File: src/rtl/shot_anim_if.sv
// Shot animation scheduler bus.
// Groups the game-side shot handshake and the renderer/status outputs.
//   shot_valid/shot_ready : valid/ready handshake. A shot result transfers on a
//                           rising clk edge where shot_valid && shot_ready are
//                           both high. shot_made is qualified by shot_valid.
//                           The master may hold or drop shot_valid at will.
//                           shot_ready depends only on the queue occupancy.
//   abort                 : drop the current animation and flush the queue.
//   run_make/run_miss     : renderer run enables (at most one high).
//   anim_frame            : current frame index.
//   busy/done/pending     : status (busy, one-cycle completion pulse, queue depth).
//   make_count/miss_count : saturating tallies of completed animations.
// Modports: master = game logic / testbench, slave = scheduler.
interface shot_anim_if;
  logic       shot_valid;
  logic       shot_made;
  logic       shot_ready;
  logic       abort;
  logic       run_make;
  logic       run_miss;
  logic [1:0] anim_frame;
  logic       busy;
  logic       done;
  logic [1:0] pending;
  logic [7:0] make_count;
  logic [7:0] miss_count;

  modport master (
    output shot_valid, shot_made, abort,
    input  shot_ready, run_make, run_miss, anim_frame, busy, done, pending,
           make_count, miss_count
  );

  modport slave (
    input  shot_valid, shot_made, abort,
    output shot_ready, run_make, run_miss, anim_frame, busy, done, pending,
           make_count, miss_count
  );
endinterface

File: src/rtl/shot_anim_scheduler.sv
// Shot animation scheduler.
// Queues shot results (2-entry FIFO), plays one make/miss animation at a time,
// times its frames, holds the final frame, then pulses done and updates the
// saturating make/miss tallies.
// Ports:
//   clk       : system clock, posedge
//   rst_n     : synchronous active-low reset
//   bus       : shot_anim_if.slave (handshake, renderer enables, status)
//   state_dbg : current FSM state (0 IDLE, 1 PLAY, 2 HOLD, 3 DONE)
module shot_anim_scheduler #(
  parameter int FRAME_TICKS = 10_000_000,
  parameter int NUM_FRAMES  = 4,
  parameter int HOLD_TICKS  = 25_000_000
) (
  input  logic         clk,
  input  logic         rst_n,
  shot_anim_if.slave   bus,
  output logic [1:0]   state_dbg
);

  typedef enum logic [1:0] {IDLE = 2'd0, PLAY = 2'd1, HOLD = 2'd2, DONE = 2'd3} state_t;

  // One tick counter serves both the frame timer and the hold timer.
  localparam int TMAX = (FRAME_TICKS > HOLD_TICKS) ? FRAME_TICKS : HOLD_TICKS;
  localparam int TW   = $clog2(TMAX + 1);
  localparam logic [TW-1:0] FT_LAST = TW'(FRAME_TICKS - 1);
  localparam logic [TW-1:0] HT_LAST = TW'(HOLD_TICKS - 1);
  localparam logic [1:0]    NF_LAST = 2'(NUM_FRAMES - 1);

  state_t        state_q, state_d;
  logic [TW-1:0] tick_q, tick_d;
  logic [1:0]    frame_q, frame_d;
  logic          kind_q, kind_d;      // 1 = make animation in progress
  logic [1:0]    fifo_q, fifo_d;      // bit 0 is the head
  logic [1:0]    cnt_q, cnt_d;
  logic          run_make_q, run_make_d;
  logic          run_miss_q, run_miss_d;
  logic          busy_q, busy_d;
  logic          done_q, done_d;
  logic [7:0]    make_cnt_q, make_cnt_d;
  logic [7:0]    miss_cnt_q, miss_cnt_d;
  logic          push, pop;

  always_comb begin
    push       = bus.shot_valid && (cnt_q != 2'd2) && !bus.abort;
    pop        = (state_q == IDLE) && (cnt_q != 2'd0) && !bus.abort;
    state_d    = state_q;
    tick_d     = tick_q;
    frame_d    = frame_q;
    kind_d     = kind_q;
    fifo_d     = fifo_q;
    cnt_d      = cnt_q;
    run_make_d = run_make_q;
    run_miss_d = run_miss_q;
    done_d     = 1'b0;
    make_cnt_d = make_cnt_q;
    miss_cnt_d = miss_cnt_q;

    // Pop first, then push into the slot left free: a simultaneous
    // push/pop keeps the count and preserves order.
    if (pop) begin
      fifo_d[0] = fifo_q[1];
      cnt_d     = cnt_d - 2'd1;
    end
    if (push) begin
      fifo_d[cnt_d[0]] = bus.shot_made;
      cnt_d            = cnt_d + 2'd1;
    end

    case (state_q)
      IDLE: begin
        if (pop) begin
          state_d    = PLAY;
          kind_d     = fifo_q[0];
          run_make_d = fifo_q[0];
          run_miss_d = !fifo_q[0];
          frame_d    = 2'd0;
          tick_d     = '0;
        end
      end
      PLAY: begin
        if (tick_q == FT_LAST) begin
          tick_d = '0;
          if (frame_q == NF_LAST) state_d = HOLD;
          else                    frame_d = frame_q + 2'd1;
        end else begin
          tick_d = tick_q + TW'(1);
        end
      end
      HOLD: begin
        if (tick_q == HT_LAST) begin
          state_d    = DONE;
          tick_d     = '0;
          frame_d    = 2'd0;
          run_make_d = 1'b0;
          run_miss_d = 1'b0;
          done_d     = 1'b1;
          if (kind_q) make_cnt_d = (make_cnt_q != 8'hFF) ? make_cnt_q + 8'd1 : make_cnt_q;
          else        miss_cnt_d = (miss_cnt_q != 8'hFF) ? miss_cnt_q + 8'd1 : miss_cnt_q;
        end else begin
          tick_d = tick_q + TW'(1);
        end
      end
      default: state_d = IDLE;  // DONE lasts one cycle
    endcase

    // Abort wins over everything, including a completion on the same edge.
    if (bus.abort) begin
      state_d    = IDLE;
      cnt_d      = 2'd0;
      tick_d     = '0;
      frame_d    = 2'd0;
      run_make_d = 1'b0;
      run_miss_d = 1'b0;
      done_d     = 1'b0;
      make_cnt_d = make_cnt_q;
      miss_cnt_d = miss_cnt_q;
    end

    busy_d = (state_d != IDLE);
  end

  always_ff @(posedge clk) begin
    if (!rst_n) begin
      state_q    <= IDLE;
      tick_q     <= '0;
      frame_q    <= 2'd0;
      kind_q     <= 1'b0;
      fifo_q     <= 2'b00;
      cnt_q      <= 2'd0;
      run_make_q <= 1'b0;
      run_miss_q <= 1'b0;
      busy_q     <= 1'b0;
      done_q     <= 1'b0;
      make_cnt_q <= 8'd0;
      miss_cnt_q <= 8'd0;
    end else begin
      state_q    <= state_d;
      tick_q     <= tick_d;
      frame_q    <= frame_d;
      kind_q     <= kind_d;
      fifo_q     <= fifo_d;
      cnt_q      <= cnt_d;
      run_make_q <= run_make_d;
      run_miss_q <= run_miss_d;
      busy_q     <= busy_d;
      done_q     <= done_d;
      make_cnt_q <= make_cnt_d;
      miss_cnt_q <= miss_cnt_d;
    end
  end

  assign bus.shot_ready = (cnt_q != 2'd2);
  assign bus.run_make   = run_make_q;
  assign bus.run_miss   = run_miss_q;
  assign bus.anim_frame = frame_q;
  assign bus.busy       = busy_q;
  assign bus.done       = done_q;
  assign bus.pending    = cnt_q;
  assign bus.make_count = make_cnt_q;
  assign bus.miss_count = miss_cnt_q;
  assign state_dbg      = state_q;

endmodule

File: src/flat_wrapper.sv
// flat-port wrapper written by rule: the top's interface ports become plain ports
module shot_anim_scheduler_flat 
#(
  parameter int FRAME_TICKS = 10_000_000,
  parameter int NUM_FRAMES  = 4,
  parameter int HOLD_TICKS  = 25_000_000
)
  (clk, rst_n, state_dbg, bus_shot_valid, bus_shot_made, bus_abort, bus_shot_ready, bus_run_make, bus_run_miss, bus_anim_frame, bus_busy, bus_done, bus_pending, bus_make_count, bus_miss_count);
  shot_anim_if bus_i ();
  input  logic clk;
  input  logic rst_n;
  output logic [1:0] state_dbg;
  input wire logic [$bits(bus_i.shot_valid)-1:0] bus_shot_valid;
  input wire logic [$bits(bus_i.shot_made)-1:0] bus_shot_made;
  input wire logic [$bits(bus_i.abort)-1:0] bus_abort;
  output wire logic [$bits(bus_i.shot_ready)-1:0] bus_shot_ready;
  output wire logic [$bits(bus_i.run_make)-1:0] bus_run_make;
  output wire logic [$bits(bus_i.run_miss)-1:0] bus_run_miss;
  output wire logic [$bits(bus_i.anim_frame)-1:0] bus_anim_frame;
  output wire logic [$bits(bus_i.busy)-1:0] bus_busy;
  output wire logic [$bits(bus_i.done)-1:0] bus_done;
  output wire logic [$bits(bus_i.pending)-1:0] bus_pending;
  output wire logic [$bits(bus_i.make_count)-1:0] bus_make_count;
  output wire logic [$bits(bus_i.miss_count)-1:0] bus_miss_count;
  assign bus_i.shot_valid = bus_shot_valid;
  assign bus_i.shot_made = bus_shot_made;
  assign bus_i.abort = bus_abort;
  assign bus_shot_ready = bus_i.shot_ready;
  assign bus_run_make = bus_i.run_make;
  assign bus_run_miss = bus_i.run_miss;
  assign bus_anim_frame = bus_i.anim_frame;
  assign bus_busy = bus_i.busy;
  assign bus_done = bus_i.done;
  assign bus_pending = bus_i.pending;
  assign bus_make_count = bus_i.make_count;
  assign bus_miss_count = bus_i.miss_count;
  shot_anim_scheduler #(.FRAME_TICKS(FRAME_TICKS), .NUM_FRAMES(NUM_FRAMES), .HOLD_TICKS(HOLD_TICKS)) u_core (.clk(clk), .rst_n(rst_n), .bus(bus_i), .state_dbg(state_dbg));
endmodule
File: config.mk
export PLATFORM = sky130hd
export DESIGN_NAME = shot_anim_scheduler_flat
export DESIGN_NICKNAME = d
export VERILOG_FILES = /design/src/rtl/shot_anim_if.sv /design/src/rtl/shot_anim_scheduler.sv /design/src/flat_wrapper.sv
export SDC_FILE = /design/constraint.sdc
export NUM_CORES = 1
export LEC_CHECK = 0
export CORE_ASPECT_RATIO = 0.7
export CORE_UTILIZATION = 35
export CTS_CLUSTER_DIAMETER = 60
export DETAILED_ROUTE_END_ITERATION = 16
export GPL_ROUTABILITY_DRIVEN = 1
export GPL_TIMING_DRIVEN = 0
export HOLD_SLACK_MARGIN = 0.02
export REMOVE_ABC_BUFFERS = 1
export SETUP_SLACK_MARGIN = 0.3
export SLEW_MARGIN = 20
export SYNTH_ARGS = -nofsm -noshare
export SYNTH_HDL_FRONTEND = slang
export SYNTH_SLANG_ARGS = --single-unit
File: constraint.sdc
create_clock -name clk -period 2.9 [get_ports clk]
set_clock_uncertainty 0.05 [all_clocks]
set_input_delay 0.58 -clock clk [delete_from_list [all_inputs] [get_ports clk]]
set_output_delay 0.58 -clock clk [all_outputs]
set_load 0.01 [all_outputs]
==> metrics.txt, run 1 <==
status=finished, violations left; failing checks=DRC; Design Area, Final=3760 sq um; largest net degree at the start of global routing=21; Post-Synthesis Cells=357; Die ar.=8850 sq um; Pre-antenna DRT Iters=10; final worst path period share=89.0%; Die H=79.0 um; global-route wire length before repair=13200 um; Root Driver=clkbuf_16; slowest CP cell=or4b_4; hold depth=2; Post-DP HPWL=5570 um; R2R Path End=u_core.tick_q[21]$_SDFFE_PP0P_; Setup TNS Final=0 ps; power density cells=384 nW/um^2; Initial Utilization=36.9%; Worst R2R Path Depth=6; Setup-failing EPs final=0; Crit Path Class=flop to flop; synthesized area=2970 sq um; Min-Delay Path Class=flop to flop; startpoint types=flop; Rows=27; IO Pins=32; Vias/cell=5.68; max-slew violations=0; Critical path buffers and inverters=0; clk slew on worst S/H paths=70 ps; Pleak=1.36 nW; crit-path max cell delay=560 ps; worst r2r src=u_core.tick_q[8]$_SDFFE_PP0P_; max-cap viol count=0; peak supply drop=196 uV; GRT overflow=0; syn avg cell area=8.31 sq um; maximum clock rate=387 MHz; share of synthesized registers carrying an async set or reset=0%; Worst-Margin Slew=735 ps; vias in the first global route=2636; core area=8040 sq um; CP Data Required Time=3040 ps; minimum clock period=2580 ps; Placed Area=3350 sq um; maximum buffer depth of the clock tree=2; most frequent cells in the layout=dfxtp_1 (51), nor2_1 (37), clkdlybuf4s50_1 (31), nand2_1 (26), nand3_1 (20); H-tree depth=2; Via Count=2846; Crit path max-delay family=compound AO/OA/AOI/OAI gates; stages on the worst setup path=6; antenna diode count=0; Final nets=416; yosys warns=0; count of cell types in the netlist=58; Sink Count=54; critical path arrival=2720 ps; worst-skew pair later-pin latency=300 ps; drt total wl=8130 um; WL/cell=16.2 um; commonest non-fill, non-tap cell in the layout=dfxtp_1; Worst Path Max Fanout=7; RSZ-0062 raised after global routing=yes; Hold Slack=429 ps; Layout area overhead=26.8%; cts-stage hold buffer count=0; CP Cell Sequence=or4b_4, nand4b_1, o31a_1, o211a_4, a21o_1, a22o_1; sequential share of the synthesized area=36.4%; final hold viol count=0; CTS tree=yes; Seq cells post-synth=54; Setup crit end kind=flop; Post-synth EDFFs=0; initial antenna violation count=0; Placer Congestion=0.833; CTS buffer count=5; Worst Hold End=u_core.tick_q[1]$_SDFFE_PP0P_; Slew HR=50.5%; share of layout cells above drive strength 1=12.8%; Die X=112 um; PortBufs=31; register-to-register setup slack=320 ps; HP Start=u_core.tick_q[1]$_SDFFE_PP0P_; remaining antenna violation count=0; Top FF cell, synth=dfxtp_1; drc violations=1; initial drt markers=223; GRT Total Usage=18.8%
sequential cells by signal, indices dropped and copies added (netlist names):
signal / cells
u_core.tick_q: 25
u_core.bus.make_count: 8
u_core.bus.miss_count: 8
u_core.bus.anim_frame: 2
u_core.bus.pending: 2
u_core.fifo_q: 2
u_core.state_dbg: 2
u_core.bus.busy: 1
u_core.bus.done: 1
u_core.bus.run_make: 1
u_core.bus.run_miss: 1
u_core.kind_q: 1
timing repair:
item	CTS	global route
buffers inserted	2	11
endpoints found under the setup margin	27	27
gates resized for setup	11	14
gates cloned	0	2
pin swaps	1	13
hold endpoints to repair	0	0
layout make-up:
| type | instances | area, sq um |
|---|---|---|
| fillers | 779 | 4280 |
| multi-input cells | 277 | 1920 |
| flip-flops and latches | 54 | 1090 |
| repair buffers | 44 | 420 |
| clock buffers | 7 | 143 |
| well taps | 101 | 126 |
| inverters | 17 | 63.8 |
| clock inverters | 1 | 5.00 |
power by group:
group | switching (mW) | internal, mW | total [mW] | leakage (nW)
Combinational | 0.0533 | 0.0321 | 0.0854 | 0.849
Clock | 0.270 | 0.343 | 0.614 | 0.0739
Sequential | 0.00372 | 0.744 | 0.748 | 0.437
worst min-delay path, delay by kind of cell, from the launching register on:
family          cells  cell delay [ps]
flops               1              320
simple gates        1               60
compound gates      1               50
how the worst max path moves through the flow:
| stage | startpoint | to | slack (ps) |
|---|---|---|---|
| after global routing | u_core.tick_q[8]$_SDFFE_PP0P_ | u_core.bus.make_count[6]$_SDFFE_PN0P_ | 190 |
| after floorplan | u_core.tick_q[8]$_SDFFE_PP0P_ | u_core.bus.anim_frame[0]$_SDFFE_PP0P_ | 580 |
| final | u_core.tick_q[8]$_SDFFE_PP0P_ | u_core.tick_q[21]$_SDFFE_PP0P_ | 320 |
| after global placement | rst_n | u_core.tick_q[2]$_SDFFE_PP0P_ | -530 |
| after detailed placement | rst_n | u_core.tick_q[22]$_SDFFE_PP0P_ | -590 |
| after CTS | u_core.tick_q[0]$_SDFFE_PP0P_ | u_core.bus.anim_frame[0]$_SDFFE_PP0P_ | 300 |
layer usage:
layer,vias to the layer above,track usage [%],part of all wire [%]
met5,-,0,0
met4,0,6.67,1.4
met3,10,3.59,6.4
met2,78,27.3,41
met1,1346,27.5,52
li1,1412,-,-
kinds of logic after synthesis:
family	after synthesis	share of synthesized area, %
compound gates	84	19.7
xor+xnor	15	4.43
simple gates	162	29.8
buf+inv	28	3.88
fa+ha+maj	12	5.06
mux	2	0.675
flops	54	36.4
synthesized netlist by cell type, drive strengths merged, types with 2 or more instances:
master,n,area (sq um)
dfxtp,54,1080
nor2,41,159
nand2,26,97.6
nand3,22,115
o21ai,18,93.8
a21oi,17,88.8
inv,17,63.8
a22o,13,114
ha,12,150
nor3,12,65.1
nor4,12,81.3
xnor2,12,105
a21o,9,67.6
clkbuf,8,30.0
nand4,8,50.1
and3,6,37.5
o21a,5,37.5
or2,5,31.3
or4,5,41.3
and4,4,35.0
nand4b,4,35.0
nor4bb,4,40.0
o41ai,4,35.0
buf,3,21.3
o31ai,3,22.5
or3,3,18.8
xor2,3,26.3
a31oi,2,12.5
a41oi,2,17.5
and2,2,12.5
mux2i,2,20.0
nand2b,2,12.5
nor2b,2,12.5
through the flow:
stage	worst slack, ps	instances	power (mW)	utilization, %
2_1_floorplan	579	346	0.813	-
4_1_cts	302	488	1.46	44.4
3_3_place_gp	-529	478	0.840	41.7
5_1_grt	191	501	1.51	46.8
3_5_place_dp	-588	478	0.842	41.7
6_report	319	501	1.45	46.8
(Power assumes the default switching activity.)
==> inputs of run 2 (changes only) <==
Settings changed: TNS_END_PERCENT from default to 30.
==> metrics.txt, run 2 (synthesis gave the netlist of run 1 again) <==
status=finished, violations left; failing checks=DRC; CTS tree=yes; Placer Congestion=0.833 (unchanged); PortBufs=31 (unchanged); Die X=112 um (unchanged); WL/cell=16.3 um (+0.40%); clk slew on worst S/H paths=70 ps (about the same); worst-skew pair later-pin latency=300 ps (about the same); Root Driver=clkbuf_16; max-slew violations=0 (unchanged); Setup crit end kind=flop; Pre-antenna DRT Iters=10 (unchanged); Via Count=2803 (-1.5%); Layout area overhead=23.7%; slowest CP cell=or4b_4; Die H=79.0 um (unchanged); busiest grt layer=met1; power density cells=395 nW/um^2 (+2.6%); Placed Area=3350 sq um (unchanged); Post-DP HPWL=5570 um (unchanged); Worst R2R Path Depth=7 (+1); GRT overflow=0 (unchanged); maximum clock rate=379 MHz (-2.3%); hold depth=2 (unchanged); Die ar.=8850 sq um (unchanged); CTS buffer count=5 (unchanged); most frequent cells in the layout=dfxtp_1 (51), nor2_1 (37), clkdlybuf4s50_1 (31), nand2_1 (26), nand3_1 (21); Sink Count=54 (unchanged); Clock power frac=42.7% (+0.3 points); M3 GR Usage=3.59% (unchanged); initial antenna violation count=0 (unchanged); minimum clock period=2640 ps (+59.9 ps); CP Cell Sequence=or4b_4, buf_4, or4_4, o21ai_2, nand3_2, or3b_1, a21oi_2; overall power=1.45 mW (about the same); Int Pwr=1.12 mW (-0.19%); Rows=27 (unchanged); Final nets=410 (-1.4%); final hold viol count=0 (unchanged); IO Pins=32 (unchanged); HP Start=u_core.tick_q[1]$_SDFFE_PP0P_; Setup-failing EPs final=0 (unchanged); Pleak=1.30 nW (-4.3%); Inst Count DP=478 (unchanged); share of layout cells above drive strength 1=10.9% (-1.8 points); worst r2r src=u_core.tick_q[8]$_SDFFE_PP0P_; met1 GRT Util=27.4% (-0.094 points); maximum buffer depth of the clock tree=2 (unchanged); Sw Ratio=22.8% (+0.21 points); final setup margin=259 ps (-59.9 ps); Min-Delay Path Class=flop to flop; sequential power share=51.6% (about the same); max FFs per register=25 (unchanged); Initial Utilization=36.9% (unchanged); startpoint types=flop; crit-path max cell delay=560 ps (about the same); RSZ-0062 raised after global routing=yes; max-cap viol count=0 (unchanged); commonest non-fill, non-tap cell in the layout=dfxtp_1; Biggest register=u_core.tick_q; H-tree depth=2 (unchanged); Slew HR=48.4% (-2.0 points); critical path arrival=2820 ps (+100 ps); Finished Layout Cells=495 (-1.2%); Worst-Margin Slew=765 ps (+30.0 ps); cts-stage hold buffer count=0 (unchanged); Worst Setup SP=u_core.tick_q[8]$_SDFFE_PP0P_; grt met2 use=27.3% (unchanged); largest net degree at the start of global routing=21 (unchanged); global-route wire length before repair=13200 um (-0.20%); remaining antenna violation count=0 (unchanged); final worst path period share=91.1% (+2.1 points); GRT Total Usage=18.8% (-0.034 points); drc violations=1 (unchanged); vias in the first global route=2638 (+0.076%); initial drt markers=219 (-1.8%); Worst Hold End=u_core.tick_q[1]$_SDFFE_PP0P_; peak supply drop=197 uV (+0.11%); sw power=331 uW (+1.0%); Vias/cell=5.66 (-0.32%); Crit Path Class=flop to flop; Design Area, Final=3670 sq um (-2.5%); Setup Slack @ Placement=-588 ps (unchanged); core area=8040 sq um (unchanged); R2R Path End=u_core.bus.anim_frame[0]$_SDFFE_PP0P_; Gate power share=5.7% (-0.2 points); Worst Path Max Fanout=11 (+4); CP Data Required Time=3080 ps (+40 ps); register-to-register setup slack=260 ps (-60 ps); drt total wl=8060 um (-0.80%); antenna diode count=0 (unchanged); Hold Slack=428 ps (-1.24 ps)
run 2: cell types whose count changed in the layout (fill, tap and decap cells not counted), sizes merged:
cell	delta
nor2	+1
o211a	-1
buf	-6
run 2: how the worst max path moves through the flow:
stage,to,depth (start not counted)
final,u_core.bus.anim_frame[0]$_SDFFE_PP0P_,7
after global routing,u_core.bus.anim_frame[0]$_SDFFE_PP0P_,7
after CTS,u_core.tick_q[2]$_SDFFE_PP0P_,6
after detailed placement,u_core.tick_q[22]$_SDFFE_PP0P_,6
after global placement,u_core.tick_q[2]$_SDFFE_PP0P_,6
after floorplan,u_core.bus.anim_frame[0]$_SDFFE_PP0P_,6
run 2: layout make-up:
class,instances,area [sq um]
fill,780,4370
multi-input combinational,277,1880
timing repair buffer,38,363
tap,101,126
inverter,17,63.8
clock buffer,7,143
clock inverter,1,5.00
sequential,54,1090
run 2: per-layer routing:
metal | share of wire, % | wire, um | up-vias
met5 | 0 | 0 | -
met4 | 1.5 | 120 | 0
met3 | 6.2 | 503 | 11
met2 | 41 | 3300 | 83
met1 | 51 | 4130 | 1312
li1 | - | - | 1397
run 2: power by group through the flow:
stage          clock network [mW]  logic, mW  registers (mW)
2_1_floorplan                   0     0.0472           0.766
3_3_place_gp                    0     0.0749           0.766
3_5_place_dp                    0     0.0759           0.766
4_1_cts                     0.636     0.0781           0.748
5_1_grt                     0.672     0.0914           0.748
6_report                    0.618     0.0826           0.747
run 2: stage by stage:
stage | utilization (%) | setup TNS, ps
6_report | 45.6 | 0
2_1_floorplan | - | 0
3_5_place_dp | 41.7 | -8350
4_1_cts | 44.2 | 0
5_1_grt | 45.6 | 0
3_3_place_gp | 41.7 | -7290
run 2: critical path, delay by kind of cell (launching register included):
family / cells / cell delay (ps)
DFF: 1 / 390
and+or+nand+nor: 4 / 1600
buffers and inverters: 1 / 160
AOI/OAI and AO/OA: 2 / 380
run 2: what timing repair did:
item | 4_1_cts | 5_1_grt
gates resized for setup | 8 | 12
cloned | 0 | 2
pin swaps | 1 | 6
endpoints found under the setup margin | 27 | 31
buffers inserted | 2 | 5
==> inputs of run 3 (changes only) <==
Clock period 2.9 ns to 2.3 ns, I/O delays scaled along.
==> metrics.txt, run 3 (synthesis gave the netlist of run 1 again) <==
startpoint types=flop; failing checks=DRC, setup timing; Critical path buffers and inverters=0 (-1); peak supply drop=249 uV (+27%); vias in the first global route=2679 (+1.6%); max-slew violations=0 (unchanged); Die ar.=8850 sq um (unchanged); met1 GRT Util=27.8% (+0.43 points); Sink Count=54 (unchanged); Rows=27 (unchanged); maximum buffer depth of the clock tree=2 (unchanged); final worst path period share=107% (+16 points); global-route wire length before repair=13400 um (+1.6%); clk slew on worst S/H paths=70 ps (about the same); PortBufs=31 (unchanged); busiest grt layer=met1; share of layout cells above drive strength 1=20.0% (+9.0 points); power density cells=467 nW/um^2 (+18%); max-cap viol count=0 (unchanged); drt total wl=8080 um (+0.24%); Finished Layout Cells=502 (+1.4%); CTS tree=yes; drc violations=1 (unchanged); GRT overflow=0 (unchanged); remaining antenna violation count=0 (unchanged); largest net degree at the start of global routing=21 (unchanged); minimum clock period=2460 ps (-178 ps); commonest non-fill, non-tap cell in the layout=dfxtp_1; CP Cell Sequence=or4b_4, nand4b_1, o31a_1, o211a_4, a21o_1, a22o_1; Die H=79.0 um (unchanged); most frequent cells in the layout=dfxtp_1 (44), nor2_1 (36), clkdlybuf4s50_1 (30), nand2_1 (25), nand3_1 (19); slowest CP cell=or4b_4; Biggest register=u_core.tick_q; CTS buffer count=5 (unchanged); critical path arrival=2600 ps (-220 ps); status=finished, violations left; Setup crit end kind=flop; final core utilization=48.7% (+3.1 points); Setup-failing EPs final=25 (+25); WL/cell=16.1 um (-1.2%); cts-stage hold buffer count=0 (unchanged); Inst Count DP=478 (unchanged); IO Pins=32 (unchanged); RSZ-0062 raised after global routing=yes; GRT Total Usage=19.1% (+0.31 points); Crit path max-delay family=compound AO/OA/AOI/OAI gates; Final nets=417 (+1.7%); final hold viol count=0 (unchanged); Worst Path Max Fanout=9 (-2); Hold Slack=448 ps (+20.3 ps); initial drt markers=247 (+13%); maximum clock rate=406 MHz (+7.2%); initial antenna violation count=0 (unchanged); Crit Path Class=flop to flop; grt met2 use=27.5% (+0.25 points); Min-Delay Path Class=flop to flop; core area=8040 sq um (unchanged); crit-path max cell delay=570 ps (about the same); final setup margin=-163 ps (-422 ps); Layout area overhead=32.0%; Vias/cell=5.75 (+1.5%); Die X=112 um (unchanged); Pleak=1.41 nW (+8.2%); Via Count=2884 (+2.9%); Placer Congestion=0.833 (unchanged); CP Data Required Time=2440 ps (-640 ps); Slew HR=51.4% (+2.9 points); Pre-antenna DRT Iters=13 (+3); M3 GR Usage=3.74% (+0.15 points); H-tree depth=2 (unchanged); Setup Slack @ Placement=-1070 ps (-480 ps); max FFs per register=25 (unchanged); Post-DP HPWL=5570 um (unchanged); worst-skew pair later-pin latency=290 ps (about the same); antenna diode count=0 (unchanged); Root Driver=clkbuf_16; Initial Utilization=36.9% (unchanged); Worst-Margin Slew=729 ps (-36.4 ps)
[run 3: what timing repair did]
| action | CTS | global route |
|---|---|---|
| buffers inserted | 13 | 3 |
| pin swaps | 12 | 15 |
| endpoints found under the setup margin | 53 | 54 |
| hold endpoints to repair | 0 | 0 |
| resized for setup | 41 | 33 |
[run 3: routing by layer]
metal  vias up  routed length (um)
met1      1396                4160
met2        76                3410
met4         0                  79
li1       1405                   -
met5         -                   0
met3         7                 427
[run 3: tightest hold or removal path, delay by kind of cell, from the launching register on]
family	cells	cell delay [ps]
AO/OA/AOI/OAI	1	50
flip-flops	1	320
AND/OR/NAND/NOR	1	80
[run 3: power by group]
| group | switching [mW] | total, mW | leakage, nW | internal [mW] |
|---|---|---|---|---|
| Combinational | 0.0691 | 0.111 | 0.893 | 0.0424 |
| Clock | 0.345 | 0.778 | 0.0739 | 0.433 |
| Sequential | 0.00491 | 0.939 | 0.441 | 0.934 |
| Total | 0.419 | 1.83 | 1.41 | 1.41 |
[run 3: metrics by stage]
stage	setup TNS (ps)	area [sq um]	total power, mW
after floorplan	-21.0	2920	1.02
after global placement	-21050	3350	1.06
after detailed placement	-23030	3350	1.06
after CTS	-2250	3750	1.84
after global routing	-3870	3920	1.91
final	-2130	3920	1.83
[run 3: final timing paths]
path                                           end                                   from  slack [ps]  cells past startpoint
max                 u_core.tick_q[21]$_SDFFE_PP0P_          u_core.tick_q[7]$_SDFFE_PP0P_        -160                      6
max reg2reg         u_core.tick_q[21]$_SDFFE_PP0P_          u_core.tick_q[7]$_SDFFE_PP0P_        -160                      6
min          u_core.bus.anim_frame[1]$_SDFFE_PP0P_  u_core.bus.anim_frame[1]$_SDFFE_PP0P_         450                      2
min reg2reg  u_core.bus.anim_frame[1]$_SDFFE_PP0P_  u_core.bus.anim_frame[1]$_SDFFE_PP0P_         450                      2
[run 3: cell type report]
type | count | area [sq um]
tap | 101 | 126
inverter | 17 | 63.8
fill | 760 | 4130
multi-input combinational | 275 | 2030
sequential | 54 | 1100
clock inverter | 1 | 5.00
timing repair buffer | 47 | 448
clock buffer | 7 | 143
